## src/rtl/bcd_serial_adder_ctrl_pkg.sv

```systemverilog
// Shared constants for the serial BCD adder: FSM encodings, BCD limits and index sizing.
package bcd_serial_adder_ctrl_pkg;

  localparam logic [1:0] ST_IDLE = 2'd0;
  localparam logic [1:0] ST_ADD  = 2'd1;
  localparam logic [1:0] ST_FIN  = 2'd2;

  localparam logic [3:0] BCD_MAX  = 4'd9;
  localparam logic [3:0] BCD_CORR = 4'd6;

  // Digit index needs at least one bit even when only one digit exists.
  function automatic int unsigned idx_width(input int unsigned digits);
    return (digits > 1) ? $clog2(digits) : 1;
  endfunction

endpackage

```

## src/rtl/bcd_serial_adder_ctrl_if.sv

```systemverilog
// Host-side request/result bundle for the serial BCD adder; names are from the adder's view.
interface bcd_serial_adder_ctrl_if #(
  parameter int unsigned DIGITS = 4
);
  logic                  i_start;
  logic [4*DIGITS-1:0]   i_a;
  logic [4*DIGITS-1:0]   i_b;
  logic                  i_cin;
  logic [4*DIGITS-1:0]   o_s;
  logic                  o_cout;
  logic                  o_err;
  logic                  o_busy;
  logic                  o_done;

  modport slave (
    input  i_start, i_a, i_b, i_cin,
    output o_s, o_cout, o_err, o_busy, o_done
  );

  modport master (
    output i_start, i_a, i_b, i_cin,
    input  o_s, o_cout, o_err, o_busy, o_done
  );
endinterface

```

## src/rtl/bcd_serial_adder_ctrl_digit_add.sv

```systemverilog
// Combinational single-digit BCD adder with decimal correction and invalid-digit flag.
module bcd_digit_add
  import bcd_serial_adder_ctrl_pkg::*;
(
  input  logic [3:0] i_a,
  input  logic [3:0] i_b,
  input  logic       i_ci,
  output logic [3:0] o_s,
  output logic       o_co,
  output logic       o_err
);

  logic [4:0] w_t;
  logic [4:0] w_tc;
  logic       w_ovf;

  assign w_t   = {1'b0, i_a} + {1'b0, i_b} + {4'b0, i_ci};
  assign w_tc  = w_t + {1'b0, BCD_CORR};
  // Invalid digits take the same path; no saturation.
  assign w_ovf = (w_t > {1'b0, BCD_MAX});
  assign o_s   = w_ovf ? w_tc[3:0] : w_t[3:0];
  assign o_co  = w_ovf;
  assign o_err = (i_a > BCD_MAX) | (i_b > BCD_MAX);

endmodule

```

## src/rtl/bcd_serial_adder_ctrl.sv

```systemverilog
// Multi-digit BCD adder: one digit adder reused LSD first, carry held in a register.
module bcd_serial_adder_ctrl
  import bcd_serial_adder_ctrl_pkg::*;
#(
  parameter int unsigned DIGITS = 4
) (
  input  logic                         i_clk,
  input  logic                         i_rst,
  bcd_serial_adder_ctrl_if.slave       bus
);

  localparam int unsigned W    = 4 * DIGITS;
  localparam int unsigned IDXW = idx_width(DIGITS);
  localparam logic [IDXW-1:0] LAST = IDXW'(DIGITS - 1);

  logic [1:0]      r_state;
  logic [W-1:0]    r_a;
  logic [W-1:0]    r_b;
  logic            r_carry;
  logic [IDXW-1:0] r_idx;
  logic [W-1:0]    r_s;
  logic            r_cout;
  logic            r_err;

  logic [3:0]      w_sum;
  logic            w_co;
  logic            w_derr;

  bcd_digit_add u_digit (
    .i_a   (r_a[3:0]),
    .i_b   (r_b[3:0]),
    .i_ci  (r_carry),
    .o_s   (w_sum),
    .o_co  (w_co),
    .o_err (w_derr)
  );

  // Operands shift right each ADD cycle so the current digit is always at [3:0].
  always_ff @(posedge i_clk or posedge i_rst) begin
    if (i_rst) begin
      r_state <= ST_IDLE;
      r_a     <= '0;
      r_b     <= '0;
      r_carry <= 1'b0;
      r_idx   <= '0;
      r_s     <= '0;
      r_cout  <= 1'b0;
      r_err   <= 1'b0;
    end else begin
      case (r_state)
        ST_IDLE: begin
          if (bus.i_start) begin
            r_a     <= bus.i_a;
            r_b     <= bus.i_b;
            r_carry <= bus.i_cin;
            r_idx   <= '0;
            r_s     <= '0;
            r_cout  <= 1'b0;
            r_err   <= 1'b0;
            r_state <= ST_ADD;
          end
        end
        ST_ADD: begin
          r_s[4*r_idx +: 4] <= w_sum;
          r_carry <= w_co;
          r_err   <= r_err | w_derr;
          r_a     <= r_a >> 4;
          r_b     <= r_b >> 4;
          // Carry-out is captured here so it is already valid alongside DONE.
          if (r_idx == LAST) begin
            r_cout  <= w_co;
            r_state <= ST_FIN;
          end else begin
            r_idx <= r_idx + 1'b1;
          end
        end
        ST_FIN:  r_state <= ST_IDLE;
        default: r_state <= ST_IDLE;
      endcase
    end
  end

  assign bus.o_s    = r_s;
  assign bus.o_cout = r_cout;
  assign bus.o_err  = r_err;
  assign bus.o_busy = (r_state == ST_ADD) || (r_state == ST_FIN);
  assign bus.o_done = (r_state == ST_FIN);

endmodule

```

## src/flat_wrapper.sv

```systemverilog
// flat-port wrapper written by rule: the top's interface ports become plain ports
module bcd_serial_adder_ctrl_flat import bcd_serial_adder_ctrl_pkg::*;
#(
  parameter int unsigned DIGITS = 4
)
  (i_clk, i_rst, bus_i_start, bus_i_a, bus_i_b, bus_i_cin, bus_o_s, bus_o_cout, bus_o_err, bus_o_busy, bus_o_done);
  bcd_serial_adder_ctrl_if #(.DIGITS(DIGITS)) bus_i ();
  input  logic i_clk;
  input  logic i_rst;
  input wire logic [$bits(bus_i.i_start)-1:0] bus_i_start;
  input wire logic [$bits(bus_i.i_a)-1:0] bus_i_a;
  input wire logic [$bits(bus_i.i_b)-1:0] bus_i_b;
  input wire logic [$bits(bus_i.i_cin)-1:0] bus_i_cin;
  output wire logic [$bits(bus_i.o_s)-1:0] bus_o_s;
  output wire logic [$bits(bus_i.o_cout)-1:0] bus_o_cout;
  output wire logic [$bits(bus_i.o_err)-1:0] bus_o_err;
  output wire logic [$bits(bus_i.o_busy)-1:0] bus_o_busy;
  output wire logic [$bits(bus_i.o_done)-1:0] bus_o_done;
  assign bus_i.i_start = bus_i_start;
  assign bus_i.i_a = bus_i_a;
  assign bus_i.i_b = bus_i_b;
  assign bus_i.i_cin = bus_i_cin;
  assign bus_o_s = bus_i.o_s;
  assign bus_o_cout = bus_i.o_cout;
  assign bus_o_err = bus_i.o_err;
  assign bus_o_busy = bus_i.o_busy;
  assign bus_o_done = bus_i.o_done;
  bcd_serial_adder_ctrl #(.DIGITS(DIGITS)) u_core (.i_clk(i_clk), .i_rst(i_rst), .bus(bus_i));
endmodule
```

## config.mk

```make
export PLATFORM = sky130hd
export DESIGN_NAME = bcd_serial_adder_ctrl_flat
export DESIGN_NICKNAME = d
export VERILOG_FILES = /design/src/rtl/bcd_serial_adder_ctrl_pkg.sv /design/src/rtl/bcd_serial_adder_ctrl_if.sv /design/src/rtl/bcd_serial_adder_ctrl_digit_add.sv /design/src/rtl/bcd_serial_adder_ctrl.sv /design/src/flat_wrapper.sv
export SDC_FILE = /design/constraint.sdc
export NUM_CORES = 1
export LEC_CHECK = 0
export CORE_ASPECT_RATIO = 0.5
export CORE_UTILIZATION = 47
export DETAILED_ROUTE_END_ITERATION = 16
export HOLD_SLACK_MARGIN = 0.05
export PLACE_DENSITY = 0.74
export REMOVE_ABC_BUFFERS = 1
export SYNTH_ARGS = -nofsm -noshare
export SYNTH_HDL_FRONTEND = slang
export SYNTH_HIERARCHICAL = 1
export SYNTH_SLANG_ARGS = --single-unit
```

## constraint.sdc

```tcl
create_clock -name i_clk -period 3.5 [get_ports i_clk]
set_input_delay 0.7 -clock i_clk [delete_from_list [all_inputs] [get_ports i_clk]]
set_output_delay 0.7 -clock i_clk [all_outputs]
set_load 0.1 [all_outputs]
```

==> results of run 1 <==
stage by stage:
stage	util, %	setup WS, ps	cells
floorplan	-	715	264
global route	63.4	281	403
detailed placement	60.8	412	395
CTS	63.4	389	403
global placement	60.8	573	395
finish	63.4	353	403
flip-flops by register name, indices dropped and copies added (netlist names):
name               count
u_core/bus.o_s        16
u_core/r_carry         1
u_core/r_idx           2
u_core/r_b            16
u_core/bus.o_err       1
u_core/r_a            16
u_core/r_state         2
u_core/bus.o_cout      1
routing by layer:
layer / vias to the layer above / GRT usage, % / part of all wire, %
met3: 9 / 3.61 / 3.6
met2: 39 / 32.7 / 48
met4: 0 / 4.95 / 1.3
met1: 1007 / 23.3 / 48
met5: - / 0 / 0
li1: 1066 / - / -
placed cells by master (no fill, tap or decap), types with 5 or more instances in the layout:
cell type	netlist	layout
inv_1	20	19
buf_4	3	5
clkbuf_16	0	5
a21oi_1	7	7
ha_1	14	13
dfrtp_1	55	55
o21ai_0	45	45
mux2i_1	30	30
nand4_1	8	8
clkdlybuf4s50_1	0	53
nand2_1	47	47
cells by family after synthesis:
| kind of cell | after synthesis | synth area share (%) |
|---|---|---|
| AOI/OAI and AO/OA | 68 | 14.3 |
| xor gates and xnor gates | 2 | 0.610 |
| adders and majority gates | 16 | 7.50 |
| buffers and inverters | 33 | 5.36 |
| DFF | 55 | 48.0 |
| muxes | 33 | 12.2 |
| and+or+nand+nor | 70 | 12.1 |
layout make-up:
class / count / area share (%)
timing repair buffer: 58 / 15.8
inverter: 20 / 2.08
sequential: 55 / 38.2
multi-input combinational: 189 / 37.2
clock inverter: 3 / 0.729
tap: 73 / 2.53
clock buffer: 5 / 3.47
worst min-delay path: stages (launching register included):
cell and delay (ps):
dfrtp_1 340, nand2_1 50, o21ai_0 60
worst max path at each step:
stage,depth (start not counted),to,from,slack (ps)
6_report,9,u_core/bus.o_s[6],u_core/r_a[0],350
5_1_grt,9,u_core/bus.o_s[14],u_core/r_a[0],280
4_1_cts,9,u_core/bus.o_s[6],u_core/r_a[0],390
3_5_place_dp,9,u_core/bus.o_s[6],u_core/r_a[0],410
3_3_place_gp,9,u_core/bus.o_s[6],u_core/r_a[0],570
2_1_floorplan,5,u_core/bus.o_cout,u_core/r_state[1],720
power by group:
part	switching [mW]	internal [mW]	leakage (nW)
combinational	1.39	0.764	0.818
clock	0.238	0.272	0.0748
sequential	0.148	0.863	0.716
==> results.toml, run 1 <==
[run_status]
outcome = "finished, final reports clean"

[yosys]
synth_top_cell_area_share_pct = 48.0
synthArstFlopShare_pct = 100
ys.flop_type = "dfrtp_1"
synth-edff-count = 0
netlist_top_cells_count = "dfrtp_1 (55), nand2_1 (47), o21ai_0 (45)"
synth.most_common_cell = "dfrtp_1"
synthCells = 277
synth_cell_types = 38
syn-mean-instance-area_um2 = 10.4
ys_ff_latch = 55
ys.warnings.count = 6
synth_area_leaders = "dfrtp_1 (48%), mux2i_1 (10%), o21ai_0 (7.8%)"
ys_seq_area_share_pct = 48.0
yosysTopAreaCell = "dfrtp_1"
netlist_area_um2 = 2870

[routing]
post_drt_via_cell_ratio = 5.26
dr.pass1.iters = 4
detailedRoute.firstIterationViolations = 80
drc_errors = 0
wl_per_cell_um = 13.9
vias = 2121
ant_nets = 0
totalWireLength_um = 5590

[job]
max_cap_viol_count = 0

[sta]
relSlewSlack_pct = 35.0
fmax_mhz = 318
slew_violations = 0
setup_viol = 0
rsz0062_at_grt = "no"
finalHoldWorstSlack_ps = 480
fin_skew_ps = 7.80
fin_crit_sh_pct = 89.9
tns_ps = 0
worst_slew_pin_slew_ps = 973
finalCriticalPeriod_ps = 3150
hold_viol = 0

[power]
powerDensity_nw_per_um2 = 1020
p_leak_nw = 1.61
ir_drop_mv = 0.483
power_mw = 3.67

[setup_path]
crit_chain = "fa_1 -> fa_1 -> xnor2_1 -> ha_1 -> a31o_1 -> o31ai_4 -> mux2i_1 -> nand4_1 -> o21ai_0"
reg2reg_depth = 9
cp-start-kind = "flop"
endpoint_kind = "flop"
required_ps = 3710
reg2reg_to = "u_core/bus.o_s[6]"
crit_fanout = 4
worst-setup-path-type = "reg2reg"
reg2reg_from = "u_core/r_a[0]"
cp_slowest_cell = "mux2i_1"
crit_family = "adder cells"
arrival_ps = 3350
r2r_setup_slack_ps = 350
crit_buf_inv = 0
cpMostUsedCell = "fa_1"
critical-path-max-stage-delay_ps = 480

[worst_hold_path]
hold_class = "reg2reg"
hold_start = "u_core/r_a[14]"
hold_end = "u_core/r_a[14]"
holdPathStages = 2

[cells_and_area]
area_growth_pct = 25.6
antenna_cells = 0
regArea_um2 = 1380
fillers = 463
multi_input_area_um2 = 1340
final_area_um2 = 3600
final_net_count = 381
drive_above_1_share_pct = 8.18

[floorplanning]
dieHeight_um = 57.3
dieArea_um2 = 6440
core_area_um2 = 5680
start_util_pct = 50.5
pin_count = 56
die_width_um = 113
num_rows = 19

[grt]
grt_pass1_vias = 2077
antenna_found_initial = 0
grt_pass1_wl_um = 9360
gr-total-overflow = 0
grt_max_degree = 73
grt_usage_pct = 18.4

[cts]
cts_sinks = 55
cts_made_buffers = 5
clock_latency_ps = 290
cts.repair.resized = 0
clkTransAtPathRegs_ps = 80
root_buffer = "clkbuf_16"
cts_setup_buffers = 0
htreeDepth = 2
clockBufferDepth = 2
hold_buffers = 0
cts_tree = "built"

[placement]
io_buffers = 55
gp_congestion = 0.820
placed_area_um2 = 3450
hpwl_um = 3990
Note: power is estimated with default switching activity, not from simulation.
==> run 2, diff against run 1 <==
- RECOVER_POWER: not set -> 25
==> run 2 against run 1 <==
  * Register-to-register slack barely moved
  * Cell area decreased by 0.24%
  * Clock power is essentially flat
  * Critical endpoint unchanged
  * Largest cell class unchanged
==> results.toml, run 2 (synthesis gave the netlist of run 1 again) <==
[cells_and_area]
final_net_count = 381
stdcell_count = 403
final_util_pct = 63.3
drive_above_1_share_pct = 7.27
area_growth_pct = 25.3
final_area_um2 = 3600
antenna_cells = 0
mostFrequentLayoutCells = "dfrtp_1 (55), clkdlybuf4s50_1 (52), nand2_1 (47)"
final_common_cell = "dfrtp_1"

[sta]
fin_skew_ps = 7.77
worst_slew_pin_slew_ps = 973
setup_viol = 0
fin_crit_sh_pct = 90.0
rsz0062_at_grt = "no"
relSlewSlack_pct = 35.0
finalHoldWorstSlack_ps = 481
hold_viol = 0
finalWorstSetupSlack_ps = 349
fmax_mhz = 317
slew_violations = 0
finalCriticalPeriod_ps = 3150
tns_ps = 0

[setup_path]
arrival_ps = 3360
cp-start-kind = "flop"
worst-setup-path-type = "reg2reg"
crit_fanout = 4
required_ps = 3710
reg2reg_depth = 9
reg2reg_from = "u_core/r_a[0]"
reg2reg_to = "u_core/bus.o_s[6]"
r2r_setup_slack_ps = 350
endpoint_kind = "flop"

[grt]
grt_max_degree = 73
use_met1_pct = 23.3
antenna_found_initial = 0
gr-max-usage-layer = "met2"
grt_pass1_vias = 2077
grt_pass1_wl_um = 9360
gr-total-overflow = 0
use_met2_pct = 32.7
grt_usage_pct = 18.4
grtUsageMet3_pct = 3.61

[worst_hold_path]
hold_class = "reg2reg"
hold_start = "u_core/r_a[14]"
hold_end = "u_core/r_a[14]"
holdPathStages = 2

[floorplanning]
pin_count = 56
die_width_um = 113
start_util_pct = 50.5
dieHeight_um = 57.3
num_rows = 19
core_area_um2 = 5680
dieArea_um2 = 6440

[routing]
dr.pass1.iters = 4
post_drt_via_cell_ratio = 5.30
ant_nets = 0
detailedRoute.firstIterationViolations = 71
vias = 2136
drc_errors = 0
wl_per_cell_um = 13.9
totalWireLength_um = 5590

[cts]
clock_latency_ps = 290
cts.repair.resized = 0
htreeDepth = 2
clkTransAtPathRegs_ps = 80
cts_tree = "built"
hold_buffers = 0
cts_made_buffers = 5
cts_setup_buffers = 0
root_buffer = "clkbuf_16"
cts_sinks = 55
clockBufferDepth = 2

[power]
p_leak_nw = 1.60
powerDensity_nw_per_um2 = 1020
ir_drop_mv = 0.482
power_mw = 3.67

[placement]
placed_area_um2 = 3450
place_ws_ps = 412
gp_congestion = 0.820
placed_cells = 395
io_buffers = 55
hpwl_um = 3990

[run_status]
outcome = "finished, final reports clean"

[job]
max_cap_viol_count = 0
[run 2: worst max-delay path by stage]
| stage | to | from | depth (start not counted) |
|---|---|---|---|
| after detailed placement | u_core/bus.o_s[6] | u_core/r_a[0] | 9 |
| after CTS | u_core/bus.o_s[6] | u_core/r_a[0] | 9 |
| after floorplan | u_core/bus.o_cout | u_core/r_state[1] | 5 |
| final | u_core/bus.o_s[6] | u_core/r_a[0] | 9 |
| after global placement | u_core/bus.o_s[6] | u_core/r_a[0] | 9 |
| after global routing | u_core/bus.o_s[14] | u_core/r_a[0] | 9 |
[run 2: power by group]
part	internal (mW)	total (mW)	switching, mW
Sequential	0.863	1.01	0.148
Combinational	0.754	2.14	1.39
Clock	0.272	0.510	0.238
[run 2: worst max-delay path: stages (launching register included)]
cell and delay [ps]:
dfrtp_1 400, fa_1 470, fa_1 430, xnor2_1 200, ha_1 250, a31o_1 230, o31ai_4 350, mux2i_1 480
nand4_1 140, o21ai_0 110
[run 2: routing by layer]
layer,vias up,part of all wire [%]
met5,-,0
met4,0,1.3
met3,11,3.8
met2,47,47
met1,1014,48
li1,1064,-
[run 2: layout make-up]
| type | count | area (µm²) |
|---|---|---|
| multi-input cells | 189 | 1340 |
| well taps | 73 | 91.3 |
| fillers | 465 | 2090 |
| flip-flops and latches | 55 | 1380 |
| clock buffers | 5 | 125 |
| repair buffers | 58 | 566 |
| inverters | 20 | 75.1 |
| clock inverters | 3 | 26.3 |
==> RTL edit, RTL diff (config.mk and constraints of run 1) <==
`DIGITS` is set to 4 in 3 places; all go to 3.
--- a/src/rtl/bcd_serial_adder_ctrl_if.sv
+++ b/src/rtl/bcd_serial_adder_ctrl_if.sv
@@ -1,5 +1,5 @@
 // Host-side request/result bundle for the serial BCD adder; names are from the adder's view.
 interface bcd_serial_adder_ctrl_if #(
-  parameter int unsigned DIGITS = 4
+  parameter int unsigned DIGITS = 3
 );
   logic                  i_start;
--- a/src/rtl/bcd_serial_adder_ctrl.sv
+++ b/src/rtl/bcd_serial_adder_ctrl.sv
@@ -3,5 +3,5 @@
   import bcd_serial_adder_ctrl_pkg::*;
 #(
-  parameter int unsigned DIGITS = 4
+  parameter int unsigned DIGITS = 3
 ) (
   input  logic                         i_clk,
--- a/src/flat_wrapper.sv
+++ b/src/flat_wrapper.sv
@@ -2,5 +2,5 @@
 module bcd_serial_adder_ctrl_flat import bcd_serial_adder_ctrl_pkg::*;
 #(
-  parameter int unsigned DIGITS = 4
+  parameter int unsigned DIGITS = 3
 )
   (i_clk, i_rst, bus_i_start, bus_i_a, bus_i_b, bus_i_cin, bus_o_s, bus_o_cout, bus_o_err, bus_o_busy, bus_o_done);
Ports: changed (resized bus_i_a, bus_i_b and bus_o_s); port bits go from 56 to 44. No check against the original RTL was run, so the function may have changed too.
==> RTL edit against run 1 <==
Sequential share of layout area is 1.7 points lower. Via count down 19%. Critical path depth increased by 1. Wire length down 22%. Sequential cell count is 12 lower. Cell area fell by 18%. Setup slack lost 0.075 ns. Area after synthesis is 17% lower. Largest cell class is now multi-input gates.
Power is left out: the tool's default activity adds up to more than one toggle a clock period on the data nets, which glitch-free logic cannot reach.
==> RTL edit: results (changes against run 1) <==
| Metric | Value |
|---|---|
| Status | finished clean (unchanged) |
| Layout Nets | 321 (was 381) |
| Fillers | 397 (was 463) |
| Tot GR Track Use | 18.5% (was 18.4%) |
| Endpoints failing hold | 0 (unchanged) |
| Later-pin clock latency in the skew report | 0.29 ns (about the same) |
| Hold Path Origin | u_core/r_a[6]$_DFFE_PP0P_ (was u_core/r_a[14]$_DFFE_PP0P_) |
| Crit-path slowest cell | fa_1 (was mux2i_1) |
| Yosys top cell area share | 45.3% (was 48.0%) |
| Top cells by area, synth | dfrtp_1 45%, mux2i_1 9.3%, ha_1 6.8% (was dfrtp_1 48%, mux2i_1 10%, o21ai_0 7.8%) |
| First-pass GRT wire length | 7390 um (was 9360 um) |
| DRT Wirelength | 4340 um (was 5590 um) |
| Sequential area share after synthesis | 45.3% (was 48.0%) |
| Final GP Congestion | 0.825 (was 0.820) |
| Hold endpoint | u_core/r_a[6]$_DFFE_PP0P_ (was u_core/r_a[14]$_DFFE_PP0P_) |
| RR Endpoint | u_core/bus.o_s[6]$_DFFE_PP0P_ (unchanged) |
| Async SR Flop Fraction | 100% (unchanged) |
| Reg2reg path depth | 10 (was 9) |
| Hold WS | 0.483 ns (was 0.480 ns) |
| Critical Path End | u_core/bus.o_s[6]$_DFFE_PP0P_ (unchanged) |
| Top cells by count, synth | 43 x dfrtp_1, 37 x nand2_1, 32 x o21ai_0, 22 x mux2i_1, 20 x inv_1 (was 55 x dfrtp_1, 47 x nand2_1, 45 x o21ai_0, 30 x mux2i_1, 20 x inv_1) |
| Crit-path max FO | 5 (was 4) |
| Post-synth cell types | 33 (was 38) |
| DP Worst Slack | 0.323 ns (was 0.412 ns) |
| I/O Buffers | 43 (was 55) |
| Root buf cell | clkbuf_8 (was clkbuf_16) |
| Clock Skew | 0.00681 ns (was 0.00780 ns) |
| Flop2flop setup slack | 0.28 ns (was 0.35 ns) |
| Vias per inst | 4.99 (was 5.26) |
| CP Class | reg2reg (unchanged) |
| Starting DRC count in detailed routing | 67 (was 80) |
| Vias in the first global route | 1628 (was 2077) |
| Slew @ Worst Pin | 0.968 ns (was 0.973 ns) |
| Fraction of layout cells with a size suffix above 1 | 9.32% (was 8.18%) |
| H-Tree Level Count | 2 (unchanged) |
| Largest net degree at the start of global routing | 52 (was 73) |
| Critical path data arrival time | 3.46 ns (was 3.35 ns) |
| HPWL Detailed | 3200 um (was 3990 um) |
| Starting Density | 51.5% (was 50.5%) |
| Minimum clock period | 3.22 ns (was 3.15 ns) |
| Worst r2r src | u_core/r_a[0]$_DFFE_PP0P_ (unchanged) |
| Area after DPL | 0.00285 mm2 (was 0.00345 mm2) |
==> RTL edit: cell type report <==
type	instances	area (um2)	share of cell area [%]
Clock buffer	8	100	3.39
Inverter	20	75.1	2.54
Multi-Input combinational cell	162	1170	39.6
Sequential cell	43	1080	36.5
Tap cell	66	82.6	2.80
Timing Repair Buffer	46	448	15.2
==> RTL edit: cell families after synthesis <==
family / count (synthesis) / share of synthesized area, %
DFF: 43 / 45.3
buffers and inverters: 30 / 5.63
AOI/OAI and AO/OA: 50 / 13.4
and+or+nand+nor: 66 / 13.4
muxes: 29 / 13.1
adders and majority gates: 15 / 8.53
xor gates and xnor gates: 2 / 0.737
==> RTL edit: worst max-delay path, delay by kind of cell, from the launching register on <==
kind	cells	cell delay, ns
and+or+nand+nor	2	0.26
AOI/OAI and AO/OA	2	0.59
muxes	2	0.60
adders and majority gates	3	1.14
DFF	1	0.40
xor gates and xnor gates	1	0.18
==> RTL edit: stage by stage <==
| stage | std cells | utilization [%] |
|---|---|---|
| final | 345 | 63.9 |
| after global placement | 337 | 61.8 |
| after detailed placement | 337 | 61.8 |
| after floorplan | 225 | - |
| after CTS | 345 | 63.9 |
| after global routing | 345 | 63.9 |
==> RTL edit: layer usage <==
| layer | share of wire, % | vias to the layer above | global-route usage, % |
|---|---|---|---|
| li1 | - | 883 | - |
| met3 | 4.4 | 5 | 4.40 |
| met1 | 49 | 797 | 25.1 |
| met5 | 0 | - | 0 |
| met2 | 45 | 38 | 29.4 |
| met4 | 1.2 | 0 | 5.71 |
